--- src/rtl/ofmap_gb_pkg.sv ---
// Shared types and helpers for the ofmap global-buffer controller.
// Holds the drain FSM encoding and the beat-count divider.
package ofmap_gb_pkg;

   typedef enum logic [2:0] {
      S_IDLE,
      S_FLUSH,
      S_READ,
      S_TAIL,
      S_FIN
   } drain_state_e;

   function automatic int unsigned ceil_div(
      input int unsigned n,
      input int unsigned d
   );
      return (n + d - 1) / d;
   endfunction

endpackage

--- src/rtl/ofmap_gb_ctrl_rr_arbiter.sv ---
// Round-robin arbiter: one-hot grant searching upward from ptr with wrap,
// plus the pointer to use after that grant.
module rr_arbiter #(
   parameter int N  = 4,
   parameter int PW = (N > 1) ? $clog2(N) : 1
) (
   input  logic [N-1:0]  req_i,
   input  logic [PW-1:0] ptr_i,
   output logic [N-1:0]  gnt_o,
   output logic [PW-1:0] ptr_nxt_o
);

   logic          found;
   logic [PW-1:0] idx;

   always_comb begin
      gnt_o     = '0;
      ptr_nxt_o = ptr_i;
      found     = 1'b0;
      idx       = '0;
      for (int off = 0; off < N; off++) begin
         idx = PW'((int'(ptr_i) + off) % N);
         if (!found && req_i[idx]) begin
            found      = 1'b1;
            gnt_o[idx] = 1'b1;
            ptr_nxt_o  = PW'((int'(idx) + 1) % N);
         end
      end
   end

endmodule

--- src/rtl/ofmap_gb_ctrl.sv ---
// Ofmap GB controller: round-robin write arbitration onto the single
// write port and a drain sequencer streaming X_dim-word beats out.
module ofmap_gb_ctrl
   import ofmap_gb_pkg::*;
#(
   parameter int DATA_BITWIDTH = 16,
   parameter int ADDR_BITWIDTH = 10,
   parameter int X_dim         = 3,
   parameter int NUM_REQ       = 4
) (
   input  logic                             clk,
   input  logic                             reset,
   input  logic [NUM_REQ-1:0]               wr_valid,
   input  logic [NUM_REQ*ADDR_BITWIDTH-1:0] wr_addr,
   input  logic [NUM_REQ*DATA_BITWIDTH-1:0] wr_data,
   output logic [NUM_REQ-1:0]               wr_ready,
   output logic                             gb_write_en,
   output logic [ADDR_BITWIDTH-1:0]         gb_w_addr,
   output logic [DATA_BITWIDTH-1:0]         gb_w_data,
   input  logic                             drain_start,
   input  logic [ADDR_BITWIDTH-1:0]         drain_base,
   input  logic [ADDR_BITWIDTH:0]           drain_count,
   output logic                             drain_busy,
   output logic                             gb_read_req_inter,
   output logic [ADDR_BITWIDTH-1:0]         gb_r_addr_inter,
   input  logic                             gb_read_en_inter,
   input  logic [DATA_BITWIDTH*X_dim-1:0]   gb_r_data_inter,
   output logic                             out_valid,
   output logic [DATA_BITWIDTH*X_dim-1:0]   out_data,
   output logic [ADDR_BITWIDTH-1:0]         out_beat,
   output logic                             drain_done
);

   localparam int PW = $clog2(NUM_REQ);
   localparam int CW = ADDR_BITWIDTH + 1;
   localparam logic [CW-1:0] DEPTH = {1'b1, {ADDR_BITWIDTH{1'b0}}};
   localparam logic [ADDR_BITWIDTH-1:0] X_A = ADDR_BITWIDTH'(X_dim);

   drain_state_e state_q, state_d;

   logic [PW-1:0]            rr_ptr_q;
   logic [PW-1:0]            ptr_nxt;
   logic [NUM_REQ-1:0]       gnt;
   logic                     arb_en;

   logic                     we_q;
   logic [ADDR_BITWIDTH-1:0] waddr_q;
   logic [DATA_BITWIDTH-1:0] wdata_q;
   logic [ADDR_BITWIDTH-1:0] sel_addr;
   logic [DATA_BITWIDTH-1:0] sel_data;

   logic [ADDR_BITWIDTH-1:0] ptr_q, ptr_d;
   logic [CW-1:0]            beats_q, beats_d;
   logic [CW-1:0]            k_q, k_d;
   logic                     req_q, req_d;
   logic [ADDR_BITWIDTH-1:0] raddr_q, raddr_d;
   logic                     done_q, done_d;
   logic [ADDR_BITWIDTH-1:0] beat_q;

   logic [CW-1:0]            cnt_c;
   logic [CW-1:0]            beats_w;
   logic                     start_ok;

   // Writes only flow while idle, so a drain never observes a torn region.
   assign arb_en   = (state_q == S_IDLE) && !drain_start;
   assign start_ok = (state_q == S_IDLE) && drain_start;

   rr_arbiter #(
      .N  (NUM_REQ),
      .PW (PW)
   ) u_arb (
      .req_i     (wr_valid),
      .ptr_i     (rr_ptr_q),
      .gnt_o     (gnt),
      .ptr_nxt_o (ptr_nxt)
   );

   assign wr_ready = arb_en ? gnt : '0;

   always_comb begin
      sel_addr = '0;
      sel_data = '0;
      for (int i = 0; i < NUM_REQ; i++) begin
         if (wr_ready[i]) begin
            sel_addr = wr_addr[i*ADDR_BITWIDTH +: ADDR_BITWIDTH];
            sel_data = wr_data[i*DATA_BITWIDTH +: DATA_BITWIDTH];
         end
      end
   end

   always_ff @(posedge clk) begin
      if (reset) begin
         rr_ptr_q <= '0;
         we_q     <= 1'b0;
         waddr_q  <= '0;
         wdata_q  <= '0;
      end else begin
         we_q <= |wr_ready;
         if (|wr_ready) begin
            rr_ptr_q <= ptr_nxt;
            waddr_q  <= sel_addr;
            wdata_q  <= sel_data;
         end
      end
   end

   assign cnt_c   = (drain_count > DEPTH) ? DEPTH : drain_count;
   assign beats_w = CW'(ceil_div(32'(cnt_c), 32'(X_dim)));

   always_comb begin
      state_d = state_q;
      ptr_d   = ptr_q;
      beats_d = beats_q;
      k_d     = k_q;
      req_d   = 1'b0;
      raddr_d = raddr_q;
      done_d  = 1'b0;
      unique case (state_q)
         S_IDLE: begin
            if (drain_start) begin
               ptr_d   = drain_base;
               beats_d = beats_w;
               k_d     = '0;
               state_d = (beats_w == '0) ? S_FIN : S_FLUSH;
            end
         end
         S_FLUSH: state_d = S_READ;
         S_READ: begin
            req_d   = 1'b1;
            raddr_d = ptr_q;
            ptr_d   = ptr_q + X_A;
            k_d     = k_q + 1'b1;
            if (k_d == beats_q) state_d = S_TAIL;
         end
         S_TAIL: state_d = S_FIN;
         S_FIN: begin
            done_d  = 1'b1;
            state_d = S_IDLE;
         end
         default: state_d = S_IDLE;
      endcase
   end

   always_ff @(posedge clk) begin
      if (reset) begin
         state_q <= S_IDLE;
         ptr_q   <= '0;
         beats_q <= '0;
         k_q     <= '0;
         req_q   <= 1'b0;
         raddr_q <= '0;
         done_q  <= 1'b0;
      end else begin
         state_q <= state_d;
         ptr_q   <= ptr_d;
         beats_q <= beats_d;
         k_q     <= k_d;
         req_q   <= req_d;
         raddr_q <= raddr_d;
         done_q  <= done_d;
      end
   end

   always_ff @(posedge clk) begin
      if (reset) begin
         beat_q <= '0;
      end else if (start_ok) begin
         beat_q <= '0;
      end else if (gb_read_en_inter) begin
         beat_q <= beat_q + 1'b1;
      end
   end

   assign gb_write_en       = we_q;
   assign gb_w_addr         = waddr_q;
   assign gb_w_data         = wdata_q;
   assign drain_busy        = (state_q != S_IDLE);
   assign gb_read_req_inter = req_q;
   assign gb_r_addr_inter   = raddr_q;
   assign out_valid         = gb_read_en_inter;
   assign out_data          = gb_r_data_inter;
   assign out_beat          = beat_q;
   assign drain_done        = done_q;

endmodule

--- config.mk ---
export PLATFORM = sky130hd
export DESIGN_NAME = ofmap_gb_ctrl
export DESIGN_NICKNAME = d
export VERILOG_FILES = /design/src/rtl/ofmap_gb_pkg.sv /design/src/rtl/ofmap_gb_ctrl_rr_arbiter.sv /design/src/rtl/ofmap_gb_ctrl.sv
export SDC_FILE = /design/constraint.sdc
export NUM_CORES = 1
export LEC_CHECK = 0
export BUFFER_PORTS_ARGS = -buffer_cell sky130_fd_sc_hd__buf_2
export CORE_UTILIZATION = 40
export DETAILED_ROUTE_END_ITERATION = 10
export GPL_TIMING_DRIVEN = 0
export PLACE_DENSITY = 0.71
export SLEW_MARGIN = 10
export SYNTH_ARGS = -nofsm -noshare
export SYNTH_HDL_FRONTEND = slang
export SYNTH_SLANG_ARGS = --single-unit
--- constraint.sdc ---
create_clock -name clk -period 8.6 [get_ports clk]
set_clock_uncertainty 0.1 [all_clocks]
set_input_delay 1.72 -clock clk [delete_from_list [all_inputs] [get_ports clk]]
set_output_delay 1.72 -clock clk [all_outputs]
set_load 0.01 [all_outputs]
# After elaboration in Yosys (flattened, before gate mapping)
# Index checks and enable logic that the tools add are counted.
totals:
  register_bits: 86
  latch_bits: 0
  ram_bits: 0
  romBits: 0
  in_bits: 181
  out_inout_bits: 103
  word_cells: 114
  mem_count: 0
op_classes:
  add_sub_neg: 11
  multipliers: 0
  div_mod_pow: 1
  order_cmp: 9
  eq_ne: 7
  shifts: 0
  n_mux: 47
  bitwise: 3
  reduce_logical: 24
ops:
  columns: ["operator", "count"]
  rows:
  - ["$mux W16", 4]
  - ["$mux W10", 5]
  - ["$div A32 B2 Y32 const B", 1]
  - ["$mux W11", 2]
  - ["$pmux W11 S2", 1]
  - ["$mux W4", 5]
  - ["$pmux W10 S2", 1]
  - ["$mux W1", 13]
  - ["$sub A12 B1 Y13 const B", 1]
  - ["$add A11 B2 Y12 const B", 1]
  - ["$lt A2 B3 Y1 const B", 4]
  - ["$or A4 B4 Y4", 3]
  - ["$pmux W3 S4", 1]
  - ["$add A11 B1 Y11 const B", 1]
  - ["$eq A11 B11 Y1", 1]
  - ["$gt A11 B11 Y1 const B", 1]
  - ["$logic_not A11 Y1", 1]
  - ["$add A10 B1 Y10 const B", 1]
  - ["$add A10 B2 Y10 const B", 1]
  - ["$logic_and A1 B1 Y1", 9]
  - ["$mux W3", 3]
  - ["$add A2 B1 Y2 const B", 4]
  - ["$bmux W1 S2", 4]
  - ["$demux W1 S2", 4]
  - ["15 further kinds", 30]

# Logic depth before layout (Yosys ltp)
logic_depth:
  word_depth: 17
  mapped_depth: 33

# Cells and area by module
# A second synthesis with hierarchy kept.
hier_totals:
  cells_unflattened: 939
  hier_area_um2: 7373.3
modules_own_cells:
  columns: ["module", "instances", "cells_each", "area_each_um2", "seq_area_each_um2"]
  rows:
  - ["ofmap_gb_ctrl", 1, 874, 6834.1, 1721.7]
  - ["rr_arbiter", 1, 65, 539.3, 0.0]

# Least setup slack after synthesis
# Ideal clock, no wire load.
synth_timing:
  path_type: "in2reg"
  start: "input port drain_count[10]"
  end: "register beats_q[0]"
  setup_time_ns: 0.077
  arrival_time_ns: 9.049
  setup_slack_ns: -0.626
  path_stages: 32
  path_buffers: 4
  cell_sequence: "buf_2 -> buf_2 -> buf_2 -> nor2b_1 -> ha_1 -> buf_4 -> and4_4 -> and2_2 -> mux2_4 -> o21ai_2 -> a22oi_2 -> o21a_1 -> or4_4 -> a211oi_4 -> xnor2_2 -> nor3b_4 -> nor3_4 -> a2111oi_1 -> o21ai_1 -> nand2_2 -> mux2_2 -> o32ai_2 -> o21ai_1 -> xnor2_1 -> ha_1 -> inv_1 -> and2_1 -> and3_1 -> a211o_1 -> and2_1 -> a2111o_1 -> a41oi_2"
synth_between:
  elab_chain_len: 5
synth_rtl:
  columns: ["item", "line_no", "source"]
  rows:
  - ["from (decl)", "ofmap_gb_ctrl.sv:22", "input logic [ADDR_BITWIDTH:0] drain_count,"]
  - ["$gt A11 B11 Y1", "ofmap_gb_ctrl.sv:107", "assign cnt_c = (drain_count > DEPTH) ? DEPTH : drain_count;"]
  - ["$mux W11 *", "ofmap_gb_ctrl.sv:107", null]
  - ["$add A11 B2 Y12 *", "ofmap_gb_pkg.sv:17", "return (n + d - 1) / d;"]
  - ["$sub A12 B1 Y13 *", "ofmap_gb_pkg.sv:17", null]
  - ["$div A32 B2 Y32 *", "ofmap_gb_pkg.sv:17", null]
  - ["to (signal assigned)", "ofmap_gb_ctrl.sv:156", "beats_q <= beats_d;"]
  - ["to (decl)", "ofmap_gb_ctrl.sv:53", "logic [CW-1:0] beats_q, beats_d;"]
# Every way passes the cells marked *; elsewhere a longest branch is shown, timed or not.
# A chain may end at the register's enable or synchronous reset.

# Worst setup path in the final report
# Same ends and word-level chain as after synthesis.

==> impl_metrics.ini <==
[cells_and_area]
nNetsFinal = 1396
fin_util_pct = 56.1
fillers = 1618
stdcell_count = 1430
syn_to_final_growth_pct = 36.2
antenna_cells = 0
finalInstanceArea_sq_mm = 0.00976
drive_above_1_share_pct = 38.8

[route]
route.met2.wl_mm = 11.6
top_layer_used = met4
vias = 8156
ant_nets = 0
wl_met3_mm = 1.26
viasPerCell = 5.70
drc = 0
finalWirelength_mm = 23.4
drt_iter0_markers = 586
wl_per_cell_microns = 16.4
wl_met1_mm = 10.3
first_pass_iters = 5

[place]
place_ws_ns = -0.944
gp_congestion = 0.940
dpl_cell_area_sq_mm = 0.00877
dpl.cell_count = 1367
port_buffers = 232
dp_hpwl_mm = 17.4

[floorplanning]
start_util_pct = 41.1
ios = 284
core_sq_mm = 0.0174
rows = 48
dieArea_sq_mm = 0.0185
fp.dieW_microns = 136
fp.dieH_microns = 136

[hold_path]
hold_path_class = reg -> reg
min_from = beats_q[10]
whs_endpoint = beats_q[10]
hold-path-cell-count = 2

[critical_path]
crit_arrival_ns = 8.62
cpPeakStageDelay_ns = 0.58
cp-start-kind = primary input
critPathMaxFanout = 12
critical_path_class = in -> reg
reg2reg_to = gb_w_addr[9]
cp.required_ns = 8.78
r2r_slack_ns = 3.81
end_kind = register
slowest_stage = or4_4
rr_startpoint = rr_ptr_q[0]
rr_worst_depth = 13
cpMostUsedCell = and2_4

[yosys]
synthTopCellsByArea = dfxtp_1, buf_4, nor2_1
syn_avg_cell_area_sq_um = 7.87
netlist_top_cells_count = nor2_1, dfxtp_1, a21oi_1, nand2_1, buf_4
synth_top_area_share_pct = 24.0
yosysMostFrequentCell = nor2_1
synth_ff_type = dfxtp_1
synth-seq-cells = 86
syn_nets = 1106
ys_types = 101
syn_inst = 910
synth_edf_count = 0
ys_seq_area_share_pct = 24.0
synth.largest_area_cell = dfxtp_1
yosysWarnings = 0
synthArstFlopShare_pct = 0
syn-cell-area_sq_mm = 0.00717

[timing]
setup_viol = 0
slew_headroom_pct = 40.6
post-route-min-period_ns = 8.45
period_share_pct = 98.2
max_freq_mhz = 118
fin_ws_ns = 0.155
report.final.hold_viol_count = 0
worst_pin_slew_ns = 0.879
slew_violations = 0

[clocking]
htreeDepth = 3
clk_latency_ns = 0.35
cts_tree = yes
hold_buffers = 0
clk_pin_slew_ns = 0.07
cts_num_sinks = 86
clk_path_buf_depth = 2
clock-root-buffer = clkbuf_16
cts_made_buffers = 9

[power]
power_density_mw_per_mm2 = 198
ir_drop_uv = 189
leakagePower_nw = 4.13
p_total_mw = 1.93

[global_route]
grt_pass1_vias = 7003
grt_max_degree = 18
grt_pass1_wl_mm = 34.9
grt_overflow_total = 0
grt_usage_pct = 23.5
antenna_found_initial = 0

[flow_run]
maxCapViolCount = 0

[run_status]
status = complete, no violations
## flip-flops by register name, summed over array words and instances, names as in the netlist
signal / flops
gb_w_addr: 10
beats_q: 11
state_q: 3
rr_ptr_q: 2
gb_w_data: 16
k_q: 11
ptr_q: 10
out_beat: 10
gb_r_addr_inter: 10
gb_write_en: 1
drain_done: 1
gb_read_req_inter: 1
## worst max-delay path, delay by kind of cell
family	cells	cell delay, ns
and+or+nand+nor	11	2.92
muxes	2	0.67
xor gates and xnor gates	1	0.17
buffers and inverters	4	0.46
AOI/OAI and AO/OA	10	2.29
adders and majority gates	2	0.35
## logic make-up after synthesis
group	Yosys count	share of synthesized area, %
buffers and inverters	124	9.39
flip-flops	86	24.0
AO/OA/AOI/OAI	308	32.4
adder cells (fa/ha/maj)	15	2.62
multiplexers	22	3.98
AND/OR/NAND/NOR	308	21.7
XOR/XNOR	47	5.95
## layout make-up
class,instances,area (sq um),share of cell area [%]
tap,225,282,2.88
clock buffer,9,225,2.31
clock inverter,7,88.8,0.910
multi-input combinational,700,5200,53.3
inverter,22,82.6,0.846
timing repair buffer,281,1550,15.9
sequential,86,1720,17.6
buffer,100,612,6.27
## metal layers
metal | up-vias | track usage, %
li1 | 3956 | -
met1 | 3870 | 31.4
met2 | 294 | 39.5
met3 | 36 | 3.43
met4 | 0 | 5.81
met5 | - | 0
## power breakdown
group          internal (mW)  switching [mW]
logic                  0.426           0.576
registers              0.467          0.0508
clock network          0.233           0.181
## cells in the final DEF, fill, tap and decap left out, drive strengths merged, types with 28 or more instances in the layout
cell type  count
dfxtp         86
o211ai        34
o21ai         32
a21oi         76
nand2         73
a22oi         38
buf          343
nor3          28
nor2         103
clkbuf        47
## repair_timing
item | 4_1_cts | 5_1_grt
hold endpoints to repair | 0 | 0
setup buffers | 15 | 34
cloned | 0 | 0
setup endpoints to repair | 4 | 4
pin swaps | 14 | 33
gates resized for setup | 22 | 47
## per-stage QoR
| step | hold slack [ns] | TNS [ns] |
|---|---|---|
| 2_1_floorplan | 0.321 | -0.0893 |
| 3_3_place_gp | 0.339 | -3.35 |
| 3_5_place_dp | 0.345 | -3.18 |
| 4_1_cts | 0.354 | 0 |
| 5_1_grt | 0.381 | -0.0863 |
| 6_report | 0.355 | 0 |
## worst max path at each step
stage                  to  depth (start not counted)  slack (ns)             from
3_3_place_gp   beats_q[0]                         33       -0.99  drain_count[10]
4_1_cts        beats_q[0]                         33        0.05  drain_count[10]
3_5_place_dp   beats_q[0]                         33       -0.94  drain_count[10]
2_1_floorplan  beats_q[0]                         32       -0.09  drain_count[10]
5_1_grt        beats_q[0]                         32       -0.09   drain_count[1]
6_report       beats_q[0]                         30        0.15  drain_count[10]
Note: power is estimated with default switching activity, not from simulation.
